===== src/rtl/grf_hazard_pkg.sv =====
// rtl/grf_hazard_pkg.sv - shared types and encodings for the GRF hazard scoreboard
package grf_hazard_pkg;

  localparam logic [1:0] TUSE_NONE = 2'd3;

  localparam logic [1:0] FWD_GRF = 2'd0;
  localparam logic [1:0] FWD_E   = 2'd1;
  localparam logic [1:0] FWD_M   = 2'd2;

  typedef struct packed {
    logic       valid;
    logic [4:0] dst;
    logic [1:0] tnew;
  } stage_slot_t;

  function automatic logic [1:0] sat_dec(input logic [1:0] v);
    return (v == 2'd0) ? 2'd0 : v - 2'd1;
  endfunction

endpackage


===== src/rtl/grf_hazard_operand.sv =====
// rtl/grf_hazard_operand.sv - stall and forward decision for one D-stage source operand
module grf_hazard_operand
  import grf_hazard_pkg::*;
(
  input  logic [4:0]  addr,
  input  logic [1:0]  tuse,
  input  stage_slot_t slot_e,
  input  stage_slot_t slot_m,
  output logic        stall,
  output logic [1:0]  fwd
);

  logic e_hit;
  logic m_hit;

  always_comb begin
    e_hit = slot_e.valid && (slot_e.dst == addr) && (addr != 5'd0);
    m_hit = slot_m.valid && (slot_m.dst == addr) && (addr != 5'd0);

    stall = (tuse != TUSE_NONE) &&
            ((e_hit && (slot_e.tnew > tuse)) || (m_hit && (slot_m.tnew > tuse)));

    // The youngest writer owns the value; an unready E hit hides any M hit.
    fwd = FWD_GRF;
    if (e_hit) begin
      if (slot_e.tnew == 2'd0) fwd = FWD_E;
    end else if (m_hit && (slot_m.tnew == 2'd0)) begin
      fwd = FWD_M;
    end
  end

endmodule


===== src/rtl/grf_hazard_scoreboard_md_busy_counter.sv =====
// rtl/grf_hazard_scoreboard_md_busy_counter.sv - multiply/divide busy window counter
module md_busy_counter #(
  parameter int MULT_CYCLES = 5,
  parameter int DIV_CYCLES  = 10
) (
  input  logic clk,
  input  logic reset,
  input  logic start,
  input  logic is_div,
  output logic busy
);

  localparam logic [3:0] MULT_LOAD = 4'(MULT_CYCLES);
  localparam logic [3:0] DIV_LOAD  = 4'(DIV_CYCLES);

  logic [3:0] md_cnt;

  always_ff @(posedge clk) begin
    if (reset) begin
      md_cnt <= 4'd0;
    end else if (start) begin
      md_cnt <= is_div ? DIV_LOAD : MULT_LOAD;
    end else if (md_cnt != 4'd0) begin
      md_cnt <= md_cnt - 4'd1;
    end
  end

  assign busy = (md_cnt != 4'd0);

endmodule


===== src/rtl/grf_hazard_scoreboard.sv =====
// rtl/grf_hazard_scoreboard.sv - D-stage stall/forward control from E/M writer tracking
module grf_hazard_scoreboard
  import grf_hazard_pkg::*;
#(
  parameter int MULT_CYCLES = 5,
  parameter int DIV_CYCLES  = 10
) (
  input  logic       clk,
  input  logic       reset,
  input  logic       iD_Valid,
  input  logic [4:0] iD_Rs,
  input  logic [4:0] iD_Rt,
  input  logic [1:0] iD_TuseRs,
  input  logic [1:0] iD_TuseRt,
  input  logic [4:0] iD_Dst,
  input  logic [1:0] iD_Tnew,
  input  logic       iD_MdStart,
  input  logic       iD_MdIsDiv,
  input  logic       iD_MdUse,
  output logic       oStall,
  output logic [1:0] oFwdRs,
  output logic [1:0] oFwdRt,
  output logic       oMdBusy
);

  stage_slot_t slot_e;
  stage_slot_t slot_m;

  logic       rs_stall;
  logic       rt_stall;
  logic [1:0] rs_fwd;
  logic [1:0] rt_fwd;
  logic       md_busy;
  logic       md_start;

  grf_hazard_operand u_rs (
    .addr   (iD_Rs),
    .tuse   (iD_TuseRs),
    .slot_e (slot_e),
    .slot_m (slot_m),
    .stall  (rs_stall),
    .fwd    (rs_fwd)
  );

  grf_hazard_operand u_rt (
    .addr   (iD_Rt),
    .tuse   (iD_TuseRt),
    .slot_e (slot_e),
    .slot_m (slot_m),
    .stall  (rt_stall),
    .fwd    (rt_fwd)
  );

  // Outputs are forced quiet while reset is held, whatever the stale state says.
  assign oStall  = !reset && iD_Valid && (rs_stall || rt_stall || (iD_MdUse && md_busy));
  assign oFwdRs  = reset ? FWD_GRF : rs_fwd;
  assign oFwdRt  = reset ? FWD_GRF : rt_fwd;
  assign oMdBusy = !reset && md_busy;

  assign md_start = iD_Valid && !oStall && iD_MdStart;

  md_busy_counter #(
    .MULT_CYCLES (MULT_CYCLES),
    .DIV_CYCLES  (DIV_CYCLES)
  ) u_md (
    .clk    (clk),
    .reset  (reset),
    .start  (md_start),
    .is_div (iD_MdIsDiv),
    .busy   (md_busy)
  );

  always_ff @(posedge clk) begin
    if (reset) begin
      slot_e <= '0;
      slot_m <= '0;
    end else begin
      slot_m <= stage_slot_t'{valid: slot_e.valid, dst: slot_e.dst, tnew: sat_dec(slot_e.tnew)};
      if (iD_Valid && !oStall) begin
        slot_e <= stage_slot_t'{valid: 1'b1, dst: iD_Dst, tnew: iD_Tnew};
      end else begin
        slot_e <= '0;
      end
    end
  end

endmodule

===== config.mk =====
export PLATFORM = sky130hd
export DESIGN_NAME = grf_hazard_scoreboard
export DESIGN_NICKNAME = d
export VERILOG_FILES = /design/src/rtl/grf_hazard_pkg.sv /design/src/rtl/grf_hazard_operand.sv /design/src/rtl/grf_hazard_scoreboard_md_busy_counter.sv /design/src/rtl/grf_hazard_scoreboard.sv
export SDC_FILE = /design/constraint.sdc
export NUM_CORES = 1
export LEC_CHECK = 0
export CAP_MARGIN = 40
export CORE_MARGIN = 10
export CORE_UTILIZATION = 49
export CTS_CLUSTER_DIAMETER = 80
export CTS_CLUSTER_SIZE = 14
export DETAILED_ROUTE_END_ITERATION = 10
export MAX_ROUTING_LAYER = met4
export PLACE_DENSITY = 0.88
export RECOVER_POWER = 25
export REMOVE_ABC_BUFFERS = 1
export SLEW_MARGIN = 0
export SYNTH_ARGS = -nofsm -noshare
export SYNTH_HDL_FRONTEND = slang
export SYNTH_HIERARCHICAL = 1
export SYNTH_SLANG_ARGS = --single-unit

===== constraint.sdc =====
create_clock -name clk -period 3.06 [get_ports clk]
set_clock_uncertainty 0.15 [all_clocks]
set_input_delay 0.612 -clock clk [delete_from_list [all_inputs] [get_ports clk]]
set_output_delay 0.612 -clock clk [all_outputs]
set_load 0.01 [all_outputs]

==> flow_summary.ini <==
[global_routing]
grt_overflow = 0
grt_max_degree = 12
grt_usage_pct = 15.75
antenna_found_initial = 0
grt_pass1_wl_um = 6465
grt_pass1_vias = 1362

[cells_and_area]
drive_above_1_share_pct = 28.72
multi_input_area_um2 = 915.9
postLayoutCoreUtil_pct = 67.59
seq_area_um2 = 400.4
stdcell_count = 226
nets = 234
fill_cells = 215
final_cell_area_um2 = 1832
num_antenna_cells = 0
syn2layout_area_growth_pct = 34.81

[sta]
report.final.slew_viol_count = 0
fin_crit_sh_pct = 101.3
hold_viol = 0
setup_violations = 1
max_freq_ghz = 0.3226
maxSlewHeadroom_pct = 75.80
fin_crit_ps = 3100
fin_setup_tns_ps = -40.29
tightest_slew_ps = 362.5
setup_ws_ps = -40.29

[floorplanning]
dieArea_um2 = 5279
row_count = 19
die_y_um = 72.66
start_util_pct = 50.14
fp.dieW_um = 72.66
core_um2 = 2710
io_pins = 33

[clock_network]
cts.path.max_buffers = 2
cts_hold_buffers = 0
ctsHtreeMaxLevel = 1
cts_tree = built
clockRootBuffer = clkbuf_4
clk_pin_slew_ps = 110
cts.sinks = 20
clock_latency_ps = 310
numCtsBuffers = 3

[routing]
ant_nets = 0
wl_um = 3917
vias = 1284
firstDrtPassIters = 4
post_drt_wl_per_cell_um = 17.33
drtIter0Drc = 79
drc = 0
vias_per_cell = 5.681

[setup_path]
crit_path_cell_trace = clkbuf_2, xnor2_1, nand4_1, or4_4, buf_4, nor4b_4, nor2b_1, clkbuf_2
worstPathArrival_ps = 2340
path_max_fanout = 3
slowest_delay_ps = 570
critPathBufInv = 3
rr_worst_depth = 9
required_ps = 2300
crit_slowest_cell = or4_4
r2r_slack_ps = 210
critPathKind = in -> out
path_common_cell = clkbuf_2
start_kind = input port
end_kind = primary output
timing.rr.end = u_md/md_cnt[0]
crit-reg2reg-launch = slot_m[5]
cp_top_family = simple AND/OR/NAND/NOR gates

[power]
power-per-cell-area_nw_per_um2 = 471.2
p_int_uw = 548.7
netSwitchingPower_uw = 314.5
vdd_ir_drop_max_uv = 395.7
p_leak_nw = 0.7786
pwr-share-comb_pct = 41.8
swShare_pct = 36.44
pwr-share-seq_pct = 40.1
total_power_uw = 863.2
p_clk_share_pct = 18.1

[min_path]
hold_path_class = reg -> reg
worstHoldStart = slot_e[7]
hold_path_end = slot_m[7]
whs_path_depth = 1

[yosys]
yosysWarningCount = 6
synth_cell_types = 30
ys_seq_area_share_pct = 29.47
syn_inst = 148
synth-seq-cells = 20
syn_avg_cell_area_um2 = 9.181
syn-cell-area_um2 = 1359

[outcome]
violations = setup timing
outcome = finished with violations

[placement]
dp.final_hpwl_um = 2961
place_inst = 220
gp_congestion = 0.8635
placed_area_um2 = 1787
portBuffers = 32

[run]
maxCapViolations = 0
-- per-stage QoR --
stage	hold slack, ps	setup WS (ps)
floorplan	307.2	154.8
global placement	333.6	-641.2
detailed placement	339.8	-637.7
CTS	372.8	-4.423
global route	385.4	-66.66
finish	378.7	-40.29
-- cell usage in the layout (no fill, tap or decap), types with 5 or more instances in the layout --
cell	count
nor2b_1	13
dlygate4sd2_1	6
clkbuf_2	10
nor3_1	5
clkdlybuf4s50_1	12
dfxtp_1	20
ha_1	10
a21oi_1	5
buf_4	13
nor3_2	8
xnor2_1	17
inv_1	21
-- layout make-up --
| class | count | share of cell area (%) |
|---|---|---|
| Sequential cell | 20 | 21.86 |
| Timing Repair Buffer | 46 | 19.33 |
| Tap cell | 31 | 2.117 |
| Inverter | 23 | 4.713 |
| Clock buffer | 4 | 1.981 |
| Multi-Input combinational cell | 102 | 50.00 |
-- cell families (layout without fill, tap and decap cells) --
| group | count (synthesis) | after routing | share of synthesized area (%) |
|---|---|---|---|
| DFF | 20 | 20 | 29.47 |
| and+or+nand+nor | 54 | 54 | 29.10 |
| AOI/OAI and AO/OA | 16 | 16 | 9.853 |
| buffers and inverters | 26 | 73 | 7.919 |
| xor gates and xnor gates | 21 | 21 | 13.54 |
| adders and majority gates | 11 | 11 | 10.13 |
-- power by group through the flow --
stage,Combinational [mW],Clock (mW),Sequential [mW]
global placement,0.321,0,0.343
global route,0.404,0.167,0.348
floorplan,0.217,0,0.336
CTS,0.345,0.155,0.341
detailed placement,0.342,0,0.346
finish,0.361,0.156,0.346
-- repair_timing --
action	4_1_cts	5_1_grt
pin swaps	2	6
buffers inserted	1	2
gates resized for setup	36	24
endpoints found under the setup margin	8	8
-- layer usage --
| metal | global-route usage [%] | vias up | wire length, µm |
|---|---|---|---|
| met5 | - | - | 0 |
| met4 | 6.329 | 0 | 93 |
| met3 | 3.401 | 11 | 335 |
| met2 | 27.26 | 79 | 2025 |
| met1 | 17.01 | 592 | 1463 |
| li1 | - | 602 | - |
-- state kept, by name (all words and copies together), names as in the netlist --
name	count
slot_m	8
u_md/md_cnt	4
slot_e	8
-- worst max-delay path by stage --
| stage | startpoint | end | slack (ps) | cells past startpoint |
|---|---|---|---|---|
| 2_1_floorplan | iD_Rt[0] | u_md/md_cnt[0] | 150 | 7 |
| 3_3_place_gp | iD_Rs[2] | oStall | -640 | 8 |
| 3_5_place_dp | iD_Rs[2] | oStall | -640 | 8 |
| 4_1_cts | iD_Rs[2] | oStall | -4 | 8 |
| 5_1_grt | iD_Rt[3] | oFwdRt[1] | -70 | 8 |
| 6_report | iD_Rt[1] | oFwdRt[1] | -40 | 8 |
-- Yosys cell counts --
master | count | area share, %
inv_1 | 22 | 6.1
dfxtp_1 | 20 | 29
xnor2_1 | 17 | 11
nor2b_1 | 13 | 6.0
ha_1 | 11 | 10
nor3_2 | 7 | 5.2
nor3_1 | 6 | 2.2
a21oi_1 | 5 | 1.8
nor2_1 | 5 | 1.4
a221o_1 | 4 | 2.9
nand2_1 | 4 | 1.1
nand4_1 | 4 | 1.8
xor2_1 | 4 | 2.6
or4_1 | 3 | 1.7
a211o_1 | 2 | 1.3
buf_2 | 2 | 0.74
nand2b_1 | 2 | 0.92
nor4b_4 | 2 | 3.5
o22ai_1 | 2 | 0.92
or3_2 | 2 | 1.1
or4_4 | 2 | 1.7
a2111oi_0 | 1 | 0.64
a31oi_4 | 1 | 1.6
buf_6 | 1 | 0.83
inv_2 | 1 | 0.28
nand3_1 | 1 | 0.37
nor3b_2 | 1 | 0.92
nor4b_1 | 1 | 0.64
o41ai_1 | 1 | 0.64
or4_2 | 1 | 0.64
No activity file was read; power rests on OpenSTA's default activity.
